File: config.mk
export PLATFORM = sky130hd
export DESIGN_NAME = uart_tx_sched
export DESIGN_NICKNAME = d
export VERILOG_FILES = /design/src/rtl/uart_tx_sched_pkg.sv /design/src/rtl/uart_tx_sched_rr_arb2.sv /design/src/rtl/uart_tx_sched.sv
export SDC_FILE = /design/constraint.sdc
export NUM_CORES = 1
export LEC_CHECK = 0
export BUFFER_PORTS_ARGS = -buffer_cell sky130_fd_sc_hd__buf_2
export CORE_MARGIN = 2
export CORE_UTILIZATION = 30
export CTS_CLUSTER_SIZE = 14
export DETAILED_ROUTE_END_ITERATION = 12
export PLACE_DENSITY = 0.6
export RECOVER_POWER = 100
export SLEW_MARGIN = 15
export SYNTH_ARGS = -nofsm -noshare
export SYNTH_HDL_FRONTEND = slang
export SYNTH_SLANG_ARGS = --single-unit
File: constraint.sdc
create_clock -name Clock -period 4.32 [get_ports Clock]
set_input_delay 0.864 -clock Clock [delete_from_list [all_inputs] [get_ports Clock]]
set_output_delay 0.864 -clock Clock [all_outputs]
set_load 0.01 [all_outputs]
File: src/rtl/uart_tx_sched_pkg.sv
// Shared definitions for the UART transmit scheduler, its arbiter and its bench.
// No logic; constants and the scheduler state encoding only.
// No flow control here; see the modules that import it.
package uart_tx_sched_pkg;

    localparam int WORD_SIZE_DEF    = 8;
    localparam int FRAME_CYCLES_DEF = 12;
    localparam int TX_COUNT_W       = 16;

    // One frame walks LOAD -> ARM -> START -> WAIT and returns to IDLE.
    typedef enum logic [2:0] {
        IDLE  = 3'd0,
        LOAD  = 3'd1,
        ARM   = 3'd2,
        START = 3'd3,
        WAIT  = 3'd4
    } sched_state_t;

endpackage

File: src/rtl/uart_tx_sched_rr_arb2.sv
// Two-way round-robin arbiter; the requester not granted last wins a tie.
// Grants are combinational (0 cycles); last_grant updates at the edge where take=1.
// No backpressure of its own: the caller decides via take whether a grant is consumed.
module rr_arb2 (
    input  logic Clock,
    input  logic rst_b,
    input  logic req0,
    input  logic req1,
    input  logic take,
    output logic gnt0,
    output logic gnt1
);

    // 1 means req1 was granted last, so req0 wins the first tie out of reset.
    logic last_grant;

    // Priority goes to whichever requester was not served last.
    always_comb begin
        gnt0 = req0 & (~req1 | last_grant);
        gnt1 = req1 & (~req0 | ~last_grant);
    end

    // Remember the winner only when the grant is actually consumed.
    always_ff @(posedge Clock or negedge rst_b) begin
        if (!rst_b) begin
            last_grant <= 1'b1;
        end else if (take) begin
            if (gnt0) begin
                last_grant <= 1'b0;
            end else if (gnt1) begin
                last_grant <= 1'b1;
            end
        end
    end

endmodule

File: src/rtl/uart_tx_sched.sv
// Schedules bytes from two requesters onto one UART transmitter with load/arm/start pulses.
// Grant in IDLE, pulses 1/2/3 cycles later, then FRAME_CYCLES of WAIT: FRAME_CYCLES+4 per byte.
// Ready is offered only in IDLE with en high; requesters simply hold valid until ready.
module uart_tx_sched
    import uart_tx_sched_pkg::*;
#(
    parameter int WORD_SIZE    = WORD_SIZE_DEF,
    // Must be at least WORD_SIZE+2 so the start, data and stop bits fit in WAIT.
    parameter int FRAME_CYCLES = FRAME_CYCLES_DEF
) (
    input  logic                  Clock,
    input  logic                  rst_b,
    input  logic                  en,
    input  logic                  req0_valid,
    input  logic                  req1_valid,
    input  logic [WORD_SIZE-1:0]  req0_data,
    input  logic [WORD_SIZE-1:0]  req1_data,
    output logic                  req0_ready,
    output logic                  req1_ready,
    output logic [WORD_SIZE-1:0]  Data_Bus,
    output logic                  Load_XMT_datareg,
    output logic                  Byte_ready,
    output logic                  T_byte,
    output logic                  busy,
    output logic [TX_COUNT_W-1:0] tx_count
);

    localparam int CW = $clog2(FRAME_CYCLES + 1);

    sched_state_t  state;
    sched_state_t  state_nxt;
    logic [CW-1:0] wait_cnt;
    logic          gnt0;
    logic          gnt1;
    logic          can_grant;
    logic          take;

    // rst_b gates the offer so nothing is granted while reset is held.
    assign can_grant  = rst_b & en & (state == IDLE);
    assign take       = can_grant & (gnt0 | gnt1);
    assign req0_ready = can_grant & gnt0;
    assign req1_ready = can_grant & gnt1;
    assign busy       = (state != IDLE);

    rr_arb2 u_arb (
        .Clock (Clock),
        .rst_b (rst_b),
        .req0  (req0_valid),
        .req1  (req1_valid),
        .take  (take),
        .gnt0  (gnt0),
        .gnt1  (gnt1)
    );

    // State register.
    always_ff @(posedge Clock or negedge rst_b) begin
        if (!rst_b) begin
            state <= IDLE;
        end else begin
            state <= state_nxt;
        end
    end

    // Next state and the one-cycle transmitter pulses decoded from the current state.
    always_comb begin
        state_nxt        = state;
        Load_XMT_datareg = 1'b0;
        Byte_ready       = 1'b0;
        T_byte           = 1'b0;
        case (state)
            IDLE: begin
                if (take) begin
                    state_nxt = LOAD;
                end
            end
            LOAD: begin
                Load_XMT_datareg = 1'b1;
                state_nxt        = ARM;
            end
            ARM: begin
                Byte_ready = 1'b1;
                state_nxt  = START;
            end
            START: begin
                T_byte    = 1'b1;
                state_nxt = WAIT;
            end
            WAIT: begin
                if (wait_cnt == CW'(1)) begin
                    state_nxt = IDLE;
                end
            end
            default: begin
                state_nxt = IDLE;
            end
        endcase
    end

    // Capture the granted byte; it is held untouched until the next grant.
    always_ff @(posedge Clock or negedge rst_b) begin
        if (!rst_b) begin
            Data_Bus <= '0;
        end else if (take) begin
            Data_Bus <= gnt0 ? req0_data : req1_data;
        end
    end

    // WAIT length: loaded in START, counts down, WAIT exits on the cycle it reads 1.
    always_ff @(posedge Clock or negedge rst_b) begin
        if (!rst_b) begin
            wait_cnt <= '0;
        end else if (state == START) begin
            wait_cnt <= CW'(FRAME_CYCLES);
        end else if (state == WAIT) begin
            wait_cnt <= wait_cnt - CW'(1);
        end
    end

    // Frames started: bumps on the edge leaving ARM, i.e. on entry to START; wraps naturally.
    always_ff @(posedge Clock or negedge rst_b) begin
        if (!rst_b) begin
            tx_count <= '0;
        end else if (state == ARM) begin
            tx_count <= tx_count + TX_COUNT_W'(1);
        end
    end

endmodule
==> run summary <==
Excluding fillers, the count of instances in the completed layout stands at 275. The mapped netlist covers 1610 sq um. The first global-routing pass estimated 5610 microns of wire. The final layout contains 228 nets.

The layer flagged by global routing as most heavily used is met2. The clock period minus worst slack came out at 2.69 ns. Buffers inserted during clock tree synthesis total 5. 0 antenna diodes ended up in the layout. From left edge to right edge, the die measures 77.3 microns.

Overall power consumption after layout is estimated at 1.07 mW. Layout-stage area growth over the synthesis result: 17.9%. The slowest stage of the critical path is the dfrtp_1 cell. Synthesis produced a netlist with a net count of 175. The first detailed-routing pass ran for 4 iterations.

Gates resized during post-CTS repair numbered 0. In this run, placement finished with an instance count of 267. The total count of hold-check failures in the final report is 0, and the level count of the clock H-tree is 2. The tools report the starting density of the core as 31.3%. The run gives 49.8% as the sequential element share of the synthesized area. The clock arrives with 0.00760 ns of skew.

In this run, post-CTS hold repair placed 0 buffers. The number of pins exceeding their max-slew limit in the final report was 0; the full die area was 5970 sq um. The reported leakage power came out at 0.885 nW. The total overflow left after global routing is 0. For this design the ratio of total power to cell area is 565 nW/um^2. The headroom to the max-slew limit was 49.4%. At the pin with the least slew margin, the transition time is 0.758 ns. After clock tree synthesis, the setup repair step added 0 buffers. Together, buffers and inverters on the worst path number 2. The master cell of the clock root buffer is clkbuf_8. Of the available clock period, the critical path in the final layout requires 62.2%. Row generation in the floorplan step produced 26 rows.

The worst-path maximum fanout was 11. STA classifies the critical path startpoint as a flop. For this design, the sink count on the clock tree is 32. The delay of the slowest cell on the worst path was 0.49 ns.

The type of the worst setup path is flop to primary output. The run gives 0 as the number of antenna violations at the first check in global routing. The final-report setup violation count was 0; the total global routing track utilization was 11.8%. At the end of routability-driven placement, the weighted congestion stood at 0.686.

For met1 alone, demand over resource in global routing was 14.8%. Data on the critical path arrives at its endpoint at 1.82 ns. The run finished with clean final reports.

Walking the worst path, the cells encountered are nor3_1, and3_1, inv_1, a211oi_1, clkbuf_1. Global routing consumed, on the met3 layer, 4.24% of the routing resources. The detail route stage leaves a number of antenna-violating nets equal to 0. For this block, the routed nets add up to 3190 microns of wire. Across the run, the number of max-cap violations was 0. Yosys printed 0 warnings. The post-DP HPWL was 2300 microns. The worst hold path belongs to the class flop to flop.

On the final layout, the worst hold slack is 0.477 ns. In the synthesized netlist, the number of instances is 151. The average wire per cell in the routed design was 11.6 microns. 51 I/O pins were placed. For the worst supply voltage drop on vdd, the log shows 0.294 mV. Setup repair after global routing left no endpoint under its margin. The die is 77.3 microns tall. Broken down by cell family, the worst path's largest delay share belongs to simple AND/OR/NAND/NOR gates. The logs give 3.46 ns for the worst path required time and 18.6% for the routing usage on met2. The floorplan step defined a core boundary enclosing 5140 sq um. The run gives 372 MHz as the upper clock frequency limit.

The register bit count reported by yosys was 32; the clock insertion delay at the later pin of the skew report was 0.28 ns. After clock tree synthesis, the clock-pin slew on the worst setup and hold paths is 0.06 ns. The number of I/O port buffers was 50; the remaining design rule violation count was 0. The fraction of layout cells with a size suffix above 1 is 15.1%, and the number of DRC markers in iteration 0 is 33. The largest net degree at the start of global routing came out at 34. A synthesized cell averages 10.7 sq um. The maximum number of buffers from clock root to sink was 2. TritonCTS built the clock tree. The logs give 1205 for the via count of the first global-routing pass and 34 for the number of library cell types mapped by synthesis. For the final routed database, the setup TNS stands at 0 ns. The via density per instance is 4.52. Capturing element type of the critical path: a primary output. Detailed routing inserted a total of 1242 vias.
[per-layer routing]
layer  wire length, microns  share of wire, %
met3                    217               6.8
met2                   1430                45
met5                      0                 0
met4                     36               1.1
met1                   1500                47
[area by class of cell]
class | count | area [sq um]
Fill cell | 563 | 3240
Sequential cell | 32 | 802
Multi-Input combinational cell | 108 | 673
Timing Repair Buffer | 52 | 226
Clock buffer | 8 | 90.1
Tap cell | 70 | 87.6
Inverter | 5 | 18.8
[through the flow]
| stage | setup WS [ns] | util [%] | area (sq um) |
|---|---|---|---|
| after floorplan | 2.02 | - | 1610 |
| after global placement | 1.90 | 37.1 | 1910 |
| after detailed placement | 1.89 | 37.1 | 1910 |
| after CTS | 1.74 | 38.8 | 2000 |
| after global routing | 1.52 | 36.9 | 1900 |
| final | 1.63 | 36.9 | 1900 |
[cells in the mapped netlist (all sizes together)]
cell    number  area (sq um)
nand2       13          48.8
and4bb       1          16.3
a31oi        1          6.26
nor3b        2          20.0
dfstp        1          26.3
o21ai        2          10.0
o22ai        1          6.26
o2111a       1          11.3
inv          5          18.8
and3         5          31.3
xnor2        7          61.3
nor2        21          86.3
and2         3          21.3
dfrtp       31           776
mux2         1          11.3
a21o         1          7.51
a21oi       15          75.1
nand3        2          22.5
a211oi       3          22.5
xor2         8          70.1
nor3         5          40.0
mux2i        8          80.1
or2          1          6.26
nand4        4          40.0
buf          6          57.6
ha           3          37.5
[path summary, 6_finish.rpt]
check                                         start                      endpoint  slack (ns)  cells past startpoint
max in group asynchronous                     rst_b  u_arb.last_grant$_DFFE_PN1P_        3.33                      2
min in group asynchronous                     rst_b       Data_Bus[1]$_DFFE_PN0P_        0.67                      2
max                            state[2]$_DFFE_PN0P_                    req1_ready        1.63                      5
min reg2reg                tx_count[15]$_DFFE_PN0N_      tx_count[15]$_DFFE_PN0N_        0.48                      1
max reg2reg                    state[2]$_DFFE_PN0P_       Data_Bus[0]$_DFFE_PN0P_        2.59                      4
min                        tx_count[15]$_DFFE_PN0N_      tx_count[15]$_DFFE_PN0N_        0.48                      1
[registers in the layout (all words and copies together) (netlist names)]
| signal | flops |
|---|---|
| u_arb.last_grant | 1 |
| tx_count | 16 |
| Data_Bus | 8 |
| wait_cnt | 4 |
| state | 3 |
[cells by family (layout without fill, tap and decap cells)]
family	after synthesis	after routing	share of synthesized area, %
compound gates	24	24	8.63
xor+xnor	15	15	8.16
fa+ha+maj	3	3	2.33
buf+inv	11	65	4.74
flops	32	32	49.8
mux	9	9	5.67
simple gates	57	57	20.7
[report_power, final]
| part | switching, mW | internal, mW |
|---|---|---|
| Combinational | 0.201 | 0.152 |
| Sequential | 0.0911 | 0.392 |
| Clock | 0.106 | 0.130 |
[cells in the final DEF (no fill, tap or decap), types with 3 or more instances in the layout]
| cell | synthesis | final |
|---|---|---|
| a211oi_1 | 3 | 3 |
| a21oi_1 | 15 | 15 |
| and3_1 | 5 | 5 |
| buf_2 | 1 | 19 |
| clkbuf_1 | 0 | 33 |
| clkbuf_8 | 0 | 6 |
| dfrtp_1 | 31 | 31 |
| ha_1 | 3 | 3 |
| inv_1 | 5 | 5 |
| mux2i_1 | 8 | 8 |
| nand2_1 | 13 | 13 |
| nand4_1 | 3 | 4 |
| nor2_1 | 18 | 20 |
| nor3_1 | 2 | 5 |
| xnor2_1 | 7 | 7 |
| xor2_1 | 8 | 8 |
Power figures use the tool's default switching activity.
